`src/rtl/traffic_phase_timer.sv`:
```
// Four-phase two-way traffic sequencer with a per-second countdown of the current phase.
// Optional night flashing-yellow mode is compiled in with `define NIGHT_FLASH_EN.
module traffic_phase_timer #(
  parameter int TICK_DIV = 50_000_000,
  parameter int GREEN_S  = 30,
  parameter int YELLOW_S = 3
) (
  input  logic       clk,
  input  logic       rst,
  input  logic       en,
  input  logic       night,
  output logic [2:0] ns_light,
  output logic [2:0] ew_light,
  output logic [7:0] count_out,
  output logic [1:0] phase,
  output logic       sec_pulse
);

  generate
    if (TICK_DIV < 2 || GREEN_S < 1 || GREEN_S > 99 || YELLOW_S < 1 || YELLOW_S > 99) begin : g_bad_param
      $error("traffic_phase_timer: TICK_DIV must be >= 2, GREEN_S and YELLOW_S must be 1..99");
    end
  endgenerate

  localparam int              PW         = $clog2(TICK_DIV);
  localparam logic [PW-1:0]   PRE_MAX    = PW'(TICK_DIV - 1);
  localparam logic [7:0]      GREEN_CNT  = 8'(GREEN_S);
  localparam logic [7:0]      YELLOW_CNT = 8'(YELLOW_S);

  localparam logic [2:0] LAMP_RED    = 3'b100;
  localparam logic [2:0] LAMP_YELLOW = 3'b010;
  localparam logic [2:0] LAMP_GREEN  = 3'b001;
  localparam logic [2:0] LAMP_OFF    = 3'b000;

`ifdef NIGHT_FLASH_EN
  // FLASH shares phase code 0 with NS_GO through the dropped top bit.
  typedef enum logic [2:0] {
    NS_GO = 3'd0, NS_SLOW = 3'd1, EW_GO = 3'd2, EW_SLOW = 3'd3, FLASH = 3'd4
  } state_t;
  logic flash_on;
`else
  typedef enum logic [1:0] {
    NS_GO = 2'd0, NS_SLOW = 2'd1, EW_GO = 2'd2, EW_SLOW = 2'd3
  } state_t;
  logic unused_night;
  assign unused_night = night;
`endif

  state_t        state;
  logic [PW-1:0] pre;

  assign sec_pulse = (pre == PRE_MAX) && en;
  assign phase     = state[1:0];

  // NOTE: every register below uses non-blocking assignment so all state
  // samples the same pre-edge values regardless of statement order.
  always_ff @(posedge clk) begin
    if (rst) begin
      pre       <= '0;
      state     <= NS_GO;
      count_out <= GREEN_CNT;
`ifdef NIGHT_FLASH_EN
      flash_on  <= 1'b0;
    end else if (night) begin
      if (state != FLASH) begin
        state     <= FLASH;
        pre       <= '0;
        count_out <= 8'd0;
        flash_on  <= 1'b1;
      end else if (en) begin
        pre <= (pre == PRE_MAX) ? '0 : pre + 1'b1;
        if (sec_pulse) flash_on <= ~flash_on;
      end
    end else if (state == FLASH) begin
      state     <= NS_GO;
      pre       <= '0;
      count_out <= GREEN_CNT;
      flash_on  <= 1'b0;
`endif
    end else if (en) begin
      pre <= (pre == PRE_MAX) ? '0 : pre + 1'b1;
      if (sec_pulse) begin
        // Advancing on 1 rather than 0 keeps 0 off the display in normal phases.
        if (count_out == 8'd1) begin
          unique case (state)
            NS_GO:   begin state <= NS_SLOW; count_out <= YELLOW_CNT; end
            NS_SLOW: begin state <= EW_GO;   count_out <= GREEN_CNT;  end
            EW_GO:   begin state <= EW_SLOW; count_out <= YELLOW_CNT; end
            default: begin state <= NS_GO;   count_out <= GREEN_CNT;  end
          endcase
        end else begin
          count_out <= count_out - 8'd1;
        end
      end
    end
  end

  always_comb begin
    ns_light = LAMP_RED;
    ew_light = LAMP_RED;
    case (state)
      NS_GO:   ns_light = LAMP_GREEN;
      NS_SLOW: ns_light = LAMP_YELLOW;
      EW_GO:   ew_light = LAMP_GREEN;
      EW_SLOW: ew_light = LAMP_YELLOW;
`ifdef NIGHT_FLASH_EN
      FLASH: begin
        ns_light = flash_on ? LAMP_YELLOW : LAMP_OFF;
        ew_light = flash_on ? LAMP_YELLOW : LAMP_OFF;
      end
`endif
      default: ;
    endcase
  end

endmodule

```
`config.mk`:
```
export PLATFORM = sky130hd
export DESIGN_NAME = traffic_phase_timer
export DESIGN_NICKNAME = d
export VERILOG_FILES = /design/src/rtl/traffic_phase_timer.sv
export SDC_FILE = /design/constraint.sdc
export NUM_CORES = 1
export LEC_CHECK = 0
export ABC_AREA = 1
export ABC_CLOCK_PERIOD_IN_PS = 1500
export CAP_MARGIN = 20
export CORE_MARGIN = 4
export CORE_UTILIZATION = 30
export DETAILED_ROUTE_END_ITERATION = 8
export GPL_ROUTABILITY_DRIVEN = 0
export PLACE_DENSITY = 0.46
export SKIP_LAST_GASP = 1
export SLEW_MARGIN = 0
export SYNTH_ARGS = -nofsm -noshare
export SYNTH_HDL_FRONTEND = slang
export SYNTH_SLANG_ARGS = --single-unit
```
`constraint.sdc`:
```
create_clock -name clk -period 1.5 [get_ports clk]
set_input_delay 0.225 -clock clk [delete_from_list [all_inputs] [get_ports clk]]
set_output_delay 0.225 -clock clk [all_outputs]
set_load 0.02 [all_outputs]
```
==> flow_summary.json <==
{
  "status": "finished with violations",
  "violations": "negative setup slack",
  "final_common_cell": "nand2_1",
  "grt.busiest_layer": "met2",
  "path_class": "reg2out",
  "min_from": "count_out[2]",
  "final_cell_mix": "nand2_1, buf_4, nor2_1",
  "row_count": 31,
  "use_met1": 0.190,
  "post-route-period-util": 1.07,
  "holdCritPathClass": "reg2reg",
  "core_area_um2": 7250,
  "worstPathArrival_ns": 1.39,
  "dp_cells": 523,
  "path_max_fanout": 2,
  "ioPinCount": 21,
  "met3_usage": 0.0271,
  "syn_area_um2": 2250,
  "drt_iter0_drc": 84,
  "r2r_slack_ns": -0.07,
  "finalWorstPathRequiredPeriod_ns": 1.61,
  "clkTransAtPathRegs_ns": 0.08,
  "ys_types": 32,
  "cts_max_level": 2,
  "peakVddDrop_mv": 0.302,
  "routedWlPerCell_um": 11.2,
  "slowest_stage": "dfxtp_2",
  "required_ns": 1.27,
  "crit_family": "simple AND/OR/NAND/NOR gates",
  "setup_violations": 23,
  "fin_nets": 448,
  "route.vias.total": 2292,
  "first_pass_iters": 4,
  "io_buffers": 19,
  "fin_cells": 534,
  "ys_async_sr_fraction": 0,
  "ys_seq_area_frac": 0.321,
  "drive_gt1_frac": 0.331,
  "finalCoreUtilization": 0.453,
  "fin_skew_ns": 0.00881,
  "cts_root_buf": "clkbuf_8",
  "ant_nets": 0,
  "rsz0062_at_grt": "yes",
  "synth_cells": 340,
  "path_cells": "ha_4 > inv_2 > nor2_4 > nand2_4 > nor2_8 > nand2_4 > nor2_4 > buf_6",
  "routed_wl_um": 6000,
  "final.setup.worst_slack_ns": -0.112,
  "grt_overflow": 0,
  "fin_total_pwr_mw": 1.80,
  "die_w_um": 94.5,
  "ys.flop_type": "dfxtp_1",
  "cp-start-kind": "flip-flop",
  "whs_ns": 0.503,
  "met2_usage": 0.228,
  "clockBufferDepth": 2,
  "fmax_mhz": 620,
  "drv_cap": 0,
  "cts_tree": "done",
  "synth_edf_count": 0,
  "ys_ff_latch": 36,
  "finalSetupTns_ns": -0.688,
  "die_h_um": 94.5,
  "slew_viol_final": 0,
  "maxSlewHeadroom": 0.802,
  "leakagePower_nw": 1.51,
  "reg2reg_from": "pre[1]",
  "antenna_cells": 0,
  "end_kind": "primary output",
  "hold_depth": 2,
  "cts_buffers": 5,
  "holdPathEnd": "count_out[2]",
  "reg2reg_to": "count_out[3]",
  "dieArea_um2": 8930,
  "max_stage_delay_ns": 0.36,
  "grt_pass1_vias": 2160,
  "drcViolationCount": 0,
  "area_growth_pct": 46.4,
  "antenna_found_initial": 0,
  "avgViaCountPerCell": 4.29,
  "grt_max_degree": 12,
  "rr_worst_depth": 10,
  "cts_sinks": 36,
  "post_synth.cell_area_avg_um2": 6.61,
  "dp_hpwl_um": 4710,
  "power_density_nw_per_um2": 546,
  "grt_pass1_wl_um": 9830,
  "clk_latency_ns": 0.29,
  "hold_viol": 0,
  "track_usage": 0.142,
  "cp_num_buf_inv": 2,
  "yosys_warnings": 0,
  "syn_nets": 354,
  "start_util": 0.310,
  "worstMarginPinSlew_ns": 0.295
}
-- synth_stat cells (2+ instances only) --
| cell | number | area share |
|---|---|---|
| a21oi_1 | 12 | 0.027 |
| dfxtp_1 | 36 | 0.32 |
| ha_1 | 10 | 0.056 |
| inv_1 | 37 | 0.062 |
| inv_2 | 3 | 0.0050 |
| nand2_1 | 79 | 0.13 |
| nand2_2 | 5 | 0.014 |
| nand2_4 | 4 | 0.020 |
| nand3_1 | 20 | 0.045 |
| nand3b_1 | 2 | 0.0067 |
| nand4_1 | 6 | 0.017 |
| nor2_1 | 76 | 0.13 |
| nor2_2 | 5 | 0.014 |
| nor2_4 | 4 | 0.020 |
| nor3_1 | 9 | 0.020 |
| nor3b_1 | 3 | 0.010 |
| o21ai_0 | 6 | 0.013 |
| xnor2_1 | 2 | 0.0078 |
| xor2_1 | 8 | 0.031 |
-- power by group --
group,switching [mW],total (mW),leakage [nW],internal [mW]
combinational,0.0570,0.101,1.17,0.0436
sequential,0.00462,0.965,0.292,0.961
clock,0.363,0.730,0.0510,0.367
total,0.425,1.80,1.51,1.37
-- how the worst max path moves through the flow --
stage	startpoint	cells after the start	to	slack, ns
final	pre[1]	8	sec_pulse	-0.11
after global routing	pre[1]	8	sec_pulse	-0.21
after CTS	pre[1]	8	sec_pulse	-0.15
after detailed placement	en	8	sec_pulse	-0.56
after global placement	en	8	sec_pulse	-0.55
after floorplan	pre[0]	11	count_out[5]	0.009
-- timing repair --
item / 4_1_cts / 5_1_grt
buffers inserted: 1 / 3
gates resized for setup: 51 / 34
hold buffers: 0 / 0
hold endpoints to repair: 0 / 0
pin swaps: 6 / 9
endpoints found under the setup margin: 46 / 36
-- state kept, by name, summed over array words and instances (netlist names) --
| register | cells |
|---|---|
| pre | 26 |
| phase | 2 |
| count_out | 8 |
-- metal layers --
metal	vias up	part of all wire
li1	1248	-
met1	1018	0.51
met2	19	0.45
met3	7	0.025
met4	0	0.015
met5	-	0
-- kinds of logic after synthesis --
family,synth area share
buffers and inverters,0.0808
and+or+nand+nor,0.455
DFF,0.321
AOI/OAI and AO/OA,0.0490
adders and majority gates,0.0557
xor gates and xnor gates,0.0390
-- cell type report --
cell class,count,area [um2]
Fill cell,800,3970
Multi-Input combinational cell,259,1480
Sequential cell,36,728
Timing Repair Buffer,91,712
Inverter,41,156
Tap cell,99,124
Clock buffer,6,82.6
Clock inverter,2,10.0
-- worst register-to-register path: stages, from the launching register on --
cell,delay [ns]
dfxtp_2,0.36
ha_4,0.14
inv_2,0.04
nor2_4,0.13
nand2_4,0.08
nor2_8,0.10
buf_4,0.14
nand3_4,0.14
buf_4,0.18
o21ai_2,0.11
nand2_1,0.06
-- stage by stage --
step | setup slack (ns) | cell area, um2
global placement | -0.553 | 3070
finish | -0.112 | 3290
floorplan | 0.00929 | 2250
detailed placement | -0.563 | 3070
CTS | -0.150 | 3150
global route | -0.207 | 3290
Power figures use the tool's default switching activity.
